## src/rtl/keypad_time_entry_pkg.sv

```systemverilog
// rtl/keypad_time_entry_pkg.sv - shared types and constants for keypad time entry
package keypad_time_entry_pkg;

  typedef enum logic [1:0] {
    ST_IDLE   = 2'd0,
    ST_ENTRY  = 2'd1,
    ST_LOCKED = 2'd2
  } state_e;

  localparam int          DIGIT_W      = 4;
  localparam logic [3:0]  MAX_SEC_TENS = 4'd5;
  localparam logic [3:0]  MAX_BCD      = 4'd9;

endpackage

```

## src/rtl/bcd_shift4.sv

```systemverilog
// rtl/bcd_shift4.sv - four-stage BCD digit shift register, new digit enters at d0
module bcd_shift4
  import keypad_time_entry_pkg::*;
(
  input  logic               clk,
  input  logic               rst,
  input  logic               clr,
  input  logic               shift_en,
  input  logic [DIGIT_W-1:0] din,
  output logic [DIGIT_W-1:0] d3,
  output logic [DIGIT_W-1:0] d2,
  output logic [DIGIT_W-1:0] d1,
  output logic [DIGIT_W-1:0] d0
);

  logic [4*DIGIT_W-1:0] sr_q, sr_d;

  always_comb begin
    sr_d = sr_q;
    if (clr) begin
      sr_d = '0;
    end else if (shift_en) begin
      sr_d = {sr_q[3*DIGIT_W-1:0], din};
    end
  end

  always_ff @(posedge clk) begin
    if (rst) begin
      sr_q <= '0;
    end else begin
      sr_q <= sr_d;
    end
  end

  assign d3 = sr_q[4*DIGIT_W-1:3*DIGIT_W];
  assign d2 = sr_q[3*DIGIT_W-1:2*DIGIT_W];
  assign d1 = sr_q[2*DIGIT_W-1:DIGIT_W];
  assign d0 = sr_q[DIGIT_W-1:0];

endmodule

```

## src/rtl/keypad_time_entry.sv

```systemverilog
// rtl/keypad_time_entry.sv - assembles keypad digits into an MM:SS cook time and hands it to the timer
module keypad_time_entry
  import keypad_time_entry_pkg::*;
#(
  parameter int MAX_DIGITS = 4
) (
  input  logic       clk,
  input  logic       rst,
  input  logic [3:0] digit,
  input  logic       digit_valid,
  input  logic       enablen,
  input  logic       start,
  input  logic       clear,
  input  logic       done,
  output logic [3:0] min_tens,
  output logic [3:0] min_ones,
  output logic [3:0] sec_tens,
  output logic [3:0] sec_ones,
  output logic [2:0] digit_count,
  output logic       locked,
  output logic       load,
  output logic       err
);

  localparam logic [2:0] MAX_CNT = 3'(MAX_DIGITS);

  state_e     state_q, state_d;
  logic [2:0] count_q, count_d;
  logic       locked_q, locked_d;
  logic       load_q, load_d;
  logic       err_q, err_d;
  logic       shift_en, clr;
  logic       time_zero, time_ok;

  bcd_shift4 u_digits (
    .clk      (clk),
    .rst      (rst),
    .clr      (clr),
    .shift_en (shift_en),
    .din      (digit),
    .d3       (min_tens),
    .d2       (min_ones),
    .d1       (sec_tens),
    .d0       (sec_ones)
  );

  assign time_zero = (min_tens == 4'd0) && (min_ones == 4'd0) &&
                     (sec_tens == 4'd0) && (sec_ones == 4'd0);
  assign time_ok   = !time_zero && (sec_tens <= MAX_SEC_TENS);

  // Event priority below the reset: clear, done (LOCKED only), start, digit.
  always_comb begin
    state_d  = state_q;
    count_d  = count_q;
    locked_d = locked_q;
    load_d   = 1'b0;
    err_d    = 1'b0;
    shift_en = 1'b0;
    clr      = 1'b0;
    if (clear || (done && state_q == ST_LOCKED)) begin
      clr      = 1'b1;
      state_d  = ST_IDLE;
      count_d  = 3'd0;
      locked_d = 1'b0;
    end else if (start && state_q != ST_LOCKED) begin
      if (time_ok) begin
        state_d  = ST_LOCKED;
        locked_d = 1'b1;
        load_d   = 1'b1;
      end else begin
        err_d = 1'b1;
      end
    end else if (digit_valid && !enablen && digit <= MAX_BCD &&
                 state_q != ST_LOCKED && count_q < MAX_CNT) begin
      shift_en = 1'b1;
      count_d  = count_q + 3'd1;
      state_d  = ST_ENTRY;
    end
  end

  always_ff @(posedge clk) begin
    if (rst) begin
      state_q  <= ST_IDLE;
      count_q  <= 3'd0;
      locked_q <= 1'b0;
      load_q   <= 1'b0;
      err_q    <= 1'b0;
    end else begin
      state_q  <= state_d;
      count_q  <= count_d;
      locked_q <= locked_d;
      load_q   <= load_d;
      err_q    <= err_d;
    end
  end

  assign digit_count = count_q;
  assign locked      = locked_q;
  assign load        = load_q;
  assign err         = err_q;

endmodule

```

## config.mk

```make
export PLATFORM = sky130hd
export DESIGN_NAME = keypad_time_entry
export DESIGN_NICKNAME = d
export VERILOG_FILES = /design/src/rtl/keypad_time_entry_pkg.sv /design/src/rtl/bcd_shift4.sv /design/src/rtl/keypad_time_entry.sv
export SDC_FILE = /design/constraint.sdc
export NUM_CORES = 1
export LEC_CHECK = 0
export ABC_AREA = 1
export CAP_MARGIN = 20
export CORE_UTILIZATION = 45
export CTS_CLUSTER_DIAMETER = 30
export CTS_CLUSTER_SIZE = 16
export DETAILED_ROUTE_END_ITERATION = 12
export PLACE_DENSITY = 0.84
export SLEW_MARGIN = 30
export SYNTH_ARGS = -nofsm -noshare
export SYNTH_HDL_FRONTEND = slang
export SYNTH_SLANG_ARGS = --single-unit
export TNS_END_PERCENT = 10
```

## constraint.sdc

```tcl
create_clock -name clk -period 1.4 [get_ports clk]
set_clock_uncertainty 0.1 [all_clocks]
set_input_delay 0.14 -clock clk [delete_from_list [all_inputs] [get_ports clk]]
set_output_delay 0.14 -clock clk [all_outputs]
set_load 0.02 [all_outputs]
```

==> metrics.md <==
| Metric | Value |
|---|---|
| Outcome | complete, no violations |
| Place WS | -0.217 ns |
| Synthesized flop and latch total | 24 |
| Fin util | 74.0% |
| Leak | 0.000837 µW |
| WP data required | 1.52 ns |
| Slew headroom | 84.2% |
| Net Count, Synth | 161 |
| Row Count | 17 |
| # DRC | 0 |
| Layout fillers | 172 |
| Largest net degree at the start of global routing | 21 |
| Number of H-tree levels | 1 |
| CTS buffer count | 3 |
| Die Ht | 51.5 µm |
| Clock Path Buffers | 2 |
| Setup violators final | 0 |
| Max cap viols | 0 |
| Nets | 207 |
| Pre-Repair DR Iteration Count | 4 |
| Worst path depth | 8 |
| Boundary Pins | 33 |
| Starting Density | 48.9% |
| Finished Layout Cells | 222 |
| RSZ-0062 raised after global routing | true |
| Post-synth EDFFs | 0 |
| Critical path class | flop to flop |
| Synth top area share | 43.6% |
| Later-pin clock latency in the skew report | 0.32 ns |
| WP buf/inv | 4 |
| CTS tree | done |
| CP max FO | 6 |
| Ys flop type | dfxtp_1 |
| ANT nets after route | 0 |
| Worst vdd ir | 0.695 mV |
| Worst setup margin | 0.0246 ns |
| Max Freq | 0.727 GHz |
| Ys async rst share | 0% |
| Congestion Overflow GR | 0 |
| Crit path cell chain | inv_2 -> nor2_4 -> inv_4 -> buf_12 -> nand3b_4 -> nor2_4 -> clkbuf_16 -> a21oi_2 |
| Worst slew pin tran | 0.238 ns |
| DPL Wire Length | 1810 µm |
| Top cell by count, worst path | nor2_4 |
| Die width | 51.5 µm |
| Antenna violations before repair | 0 |
| Wirelength per Cell | 12.0 µm |
| Routed vias/inst | 4.81 |
| CP peak stage delay | 0.36 ns |
| Fin. max-slew vios | 0 |
| Via count | 1067 |
| Synth area leader | dfxtp_1 |
| # diodes | 0 |
| Tcrit/Tclk final | 98.2% |
| Count leader, synth | nand2_1 |
| CTS Sinks | 24 |
| Placed Area | 0.00152 mm² |
| Post-synthesis sequential area ratio | 43.6% |
| Syn_area_per_cell | 7.40 µm² |
| GRT Util Overall | 21.2% |
| CP Capture Type | flop |
| Synth cell count leaders | nand2_1 (42), inv_1 (27), dfxtp_1 (24) |
| Arrival time worst endpoint | 1.49 ns |
| Hold path depth | 3 |
| Pwr dens | 858 mW/mm² |
| CTS clk-pin slew, worst paths | 0.14 ns |
| Placer Congestion | 0.749 |
| HP Class | primary input to flop |
| Die area | 0.00265 mm² |
| Reg2Reg Depth | 8 |
| Layout cells sized above 1 | 24.2% |
| Cells after DPL | 214 |
| Vias in the first global route | 995 |
| Setup crit start kind | flop |
| Endpoints failing hold | 0 |
| Distinct cells, synth | 19 |
| Routed WL | 2670 µm |
| Ranking of synthesized cells by area | dfxtp_1 (44%), nand2_1 (14%), inv_1 (9.2%) |
| Final min period | 1.38 ns |
| CTS Root Cell | clkbuf_4 |
| Port Buf Inserts | 32 |
| 1st-iter DRT viols | 23 |
| Crit path max-delay cell type | dfxtp_2 |
| First-pass GRT wire length | 4250 µm |
| Mapped cell area | 0.00110 mm² |
| Core area | 0.00225 mm² |
| Gate count after technology mapping | 149 |
| Critical path's top delay family | buffers and inverters |
| Final instance area | 0.00167 mm² |
| Area grow syn2layout | 51.3% |
| Setup TNS | 0 ns |
| Ys Warns | 0 |
worst reg2reg max path, stage by stage (launching register included):
cell and delay [ns]:
dfxtp_2 0.36, inv_2 0.07, nor2_4 0.05, inv_4 0.08, buf_12 0.10, nand3b_4 0.10, nor2_4 0.21, clkbuf_16 0.19
a21oi_2 0.05
logic make-up (layout without fill, tap and decap cells):
family                   Yosys count  in the layout  share of synthesized area [%]
AO/OA/AOI/OAI                     25             25                           15.8
flip-flops                        24             24                           43.6
buffers and inverters             34             79                           14.2
adder cells (fa/ha/maj)            1              1                           1.13
AND/OR/NAND/NOR                   65             65                           25.3
sequential cells by signal, indices dropped and copies added (netlist names):
signal / count
u_digits.sr_q: 16
digit_count: 3
locked: 1
err: 1
state_q: 2
load: 1
through the flow:
| step | hold slack, ns | total power, µW |
|---|---|---|
| 4_1_cts | 0.311 | 1400 |
| 6_report | 0.308 | 1430 |
| 2_1_floorplan | 0.166 | 830 |
| 3_3_place_gp | 0.339 | 917 |
| 3_5_place_dp | 0.346 | 923 |
| 5_1_grt | 0.320 | 1490 |
final cells by class:
cell class / instances / area [µm²] / share of cell area, %
Clock buffer: 3 / 22.5 / 1.35
Timing Repair Buffer: 46 / 470 / 28.2
Multi-Input combinational cell: 91 / 514 / 30.8
Clock inverter: 1 / 30.0 / 1.80
Tap cell: 28 / 35.0 / 2.10
Inverter: 29 / 114 / 6.83
Sequential cell: 24 / 482 / 28.9
power by group:
| part | leakage, µW | total (µW) | internal (µW) | switching, µW |
|---|---|---|---|---|
| sequential | 0.000195 | 709 | 699 | 10.1 |
| clock | 0.0000279 | 500 | 289 | 211 |
| combinational | 0.000614 | 222 | 107 | 115 |
| total | 0.000837 | 1430 | 1100 | 336 |
what timing repair did:
| action | in CTS | in global routing |
|---|---|---|
| gates resized for setup | 23 | 18 |
| pin swaps | 0 | 17 |
| buffers inserted | 0 | 3 |
| setup endpoints to repair | 30 | 24 |
| hold buffers | 0 | 0 |
| cloned | 0 | 1 |
worst paths after layout:
path / start / endpoint / slack [ns]
setup / recovery: state_q[1]$_SDFFE_PP0P_ / u_digits.sr_q[6]$_SDFFE_PP0P_ / 0.02
hold / removal: digit[0] / u_digits.sr_q[0]$_SDFFE_PP0P_ / 0.31
setup reg to reg: state_q[1]$_SDFFE_PP0P_ / u_digits.sr_q[6]$_SDFFE_PP0P_ / 0.02
hold reg to reg: locked$_SDFFE_PP0P_ / locked$_SDFFE_PP0P_ / 0.37
routing by layer:
layer	GRT usage, %	share of wire, %	vias up
met4	7.21	0.94	0
met2	39.2	54	26
met3	2.63	3.0	2
met1	24.9	42	501
met5	0	0	-
li1	-	-	538
placed cells by master (no fill, tap or decap):
master,instances
a21oi_1,6
a21oi_2,15
a21oi_4,1
buf_12,4
buf_4,8
buf_6,1
bufinv_16,1
clkbuf_16,1
clkbuf_4,3
clkdlybuf4s15_1,1
clkdlybuf4s50_1,10
dfxtp_1,23
dfxtp_2,1
dlygate4sd2_1,21
ha_1,1
inv_1,25
inv_2,2
inv_4,2
nand2_1,40
nand2_2,2
nand3_1,1
nand3b_4,1
nor2_1,16
nor2_2,1
nor2_4,2
nor3_1,1
nor3_4,1
o21ai_0,2
o21ai_4,1
Power figures use the tool's default switching activity.
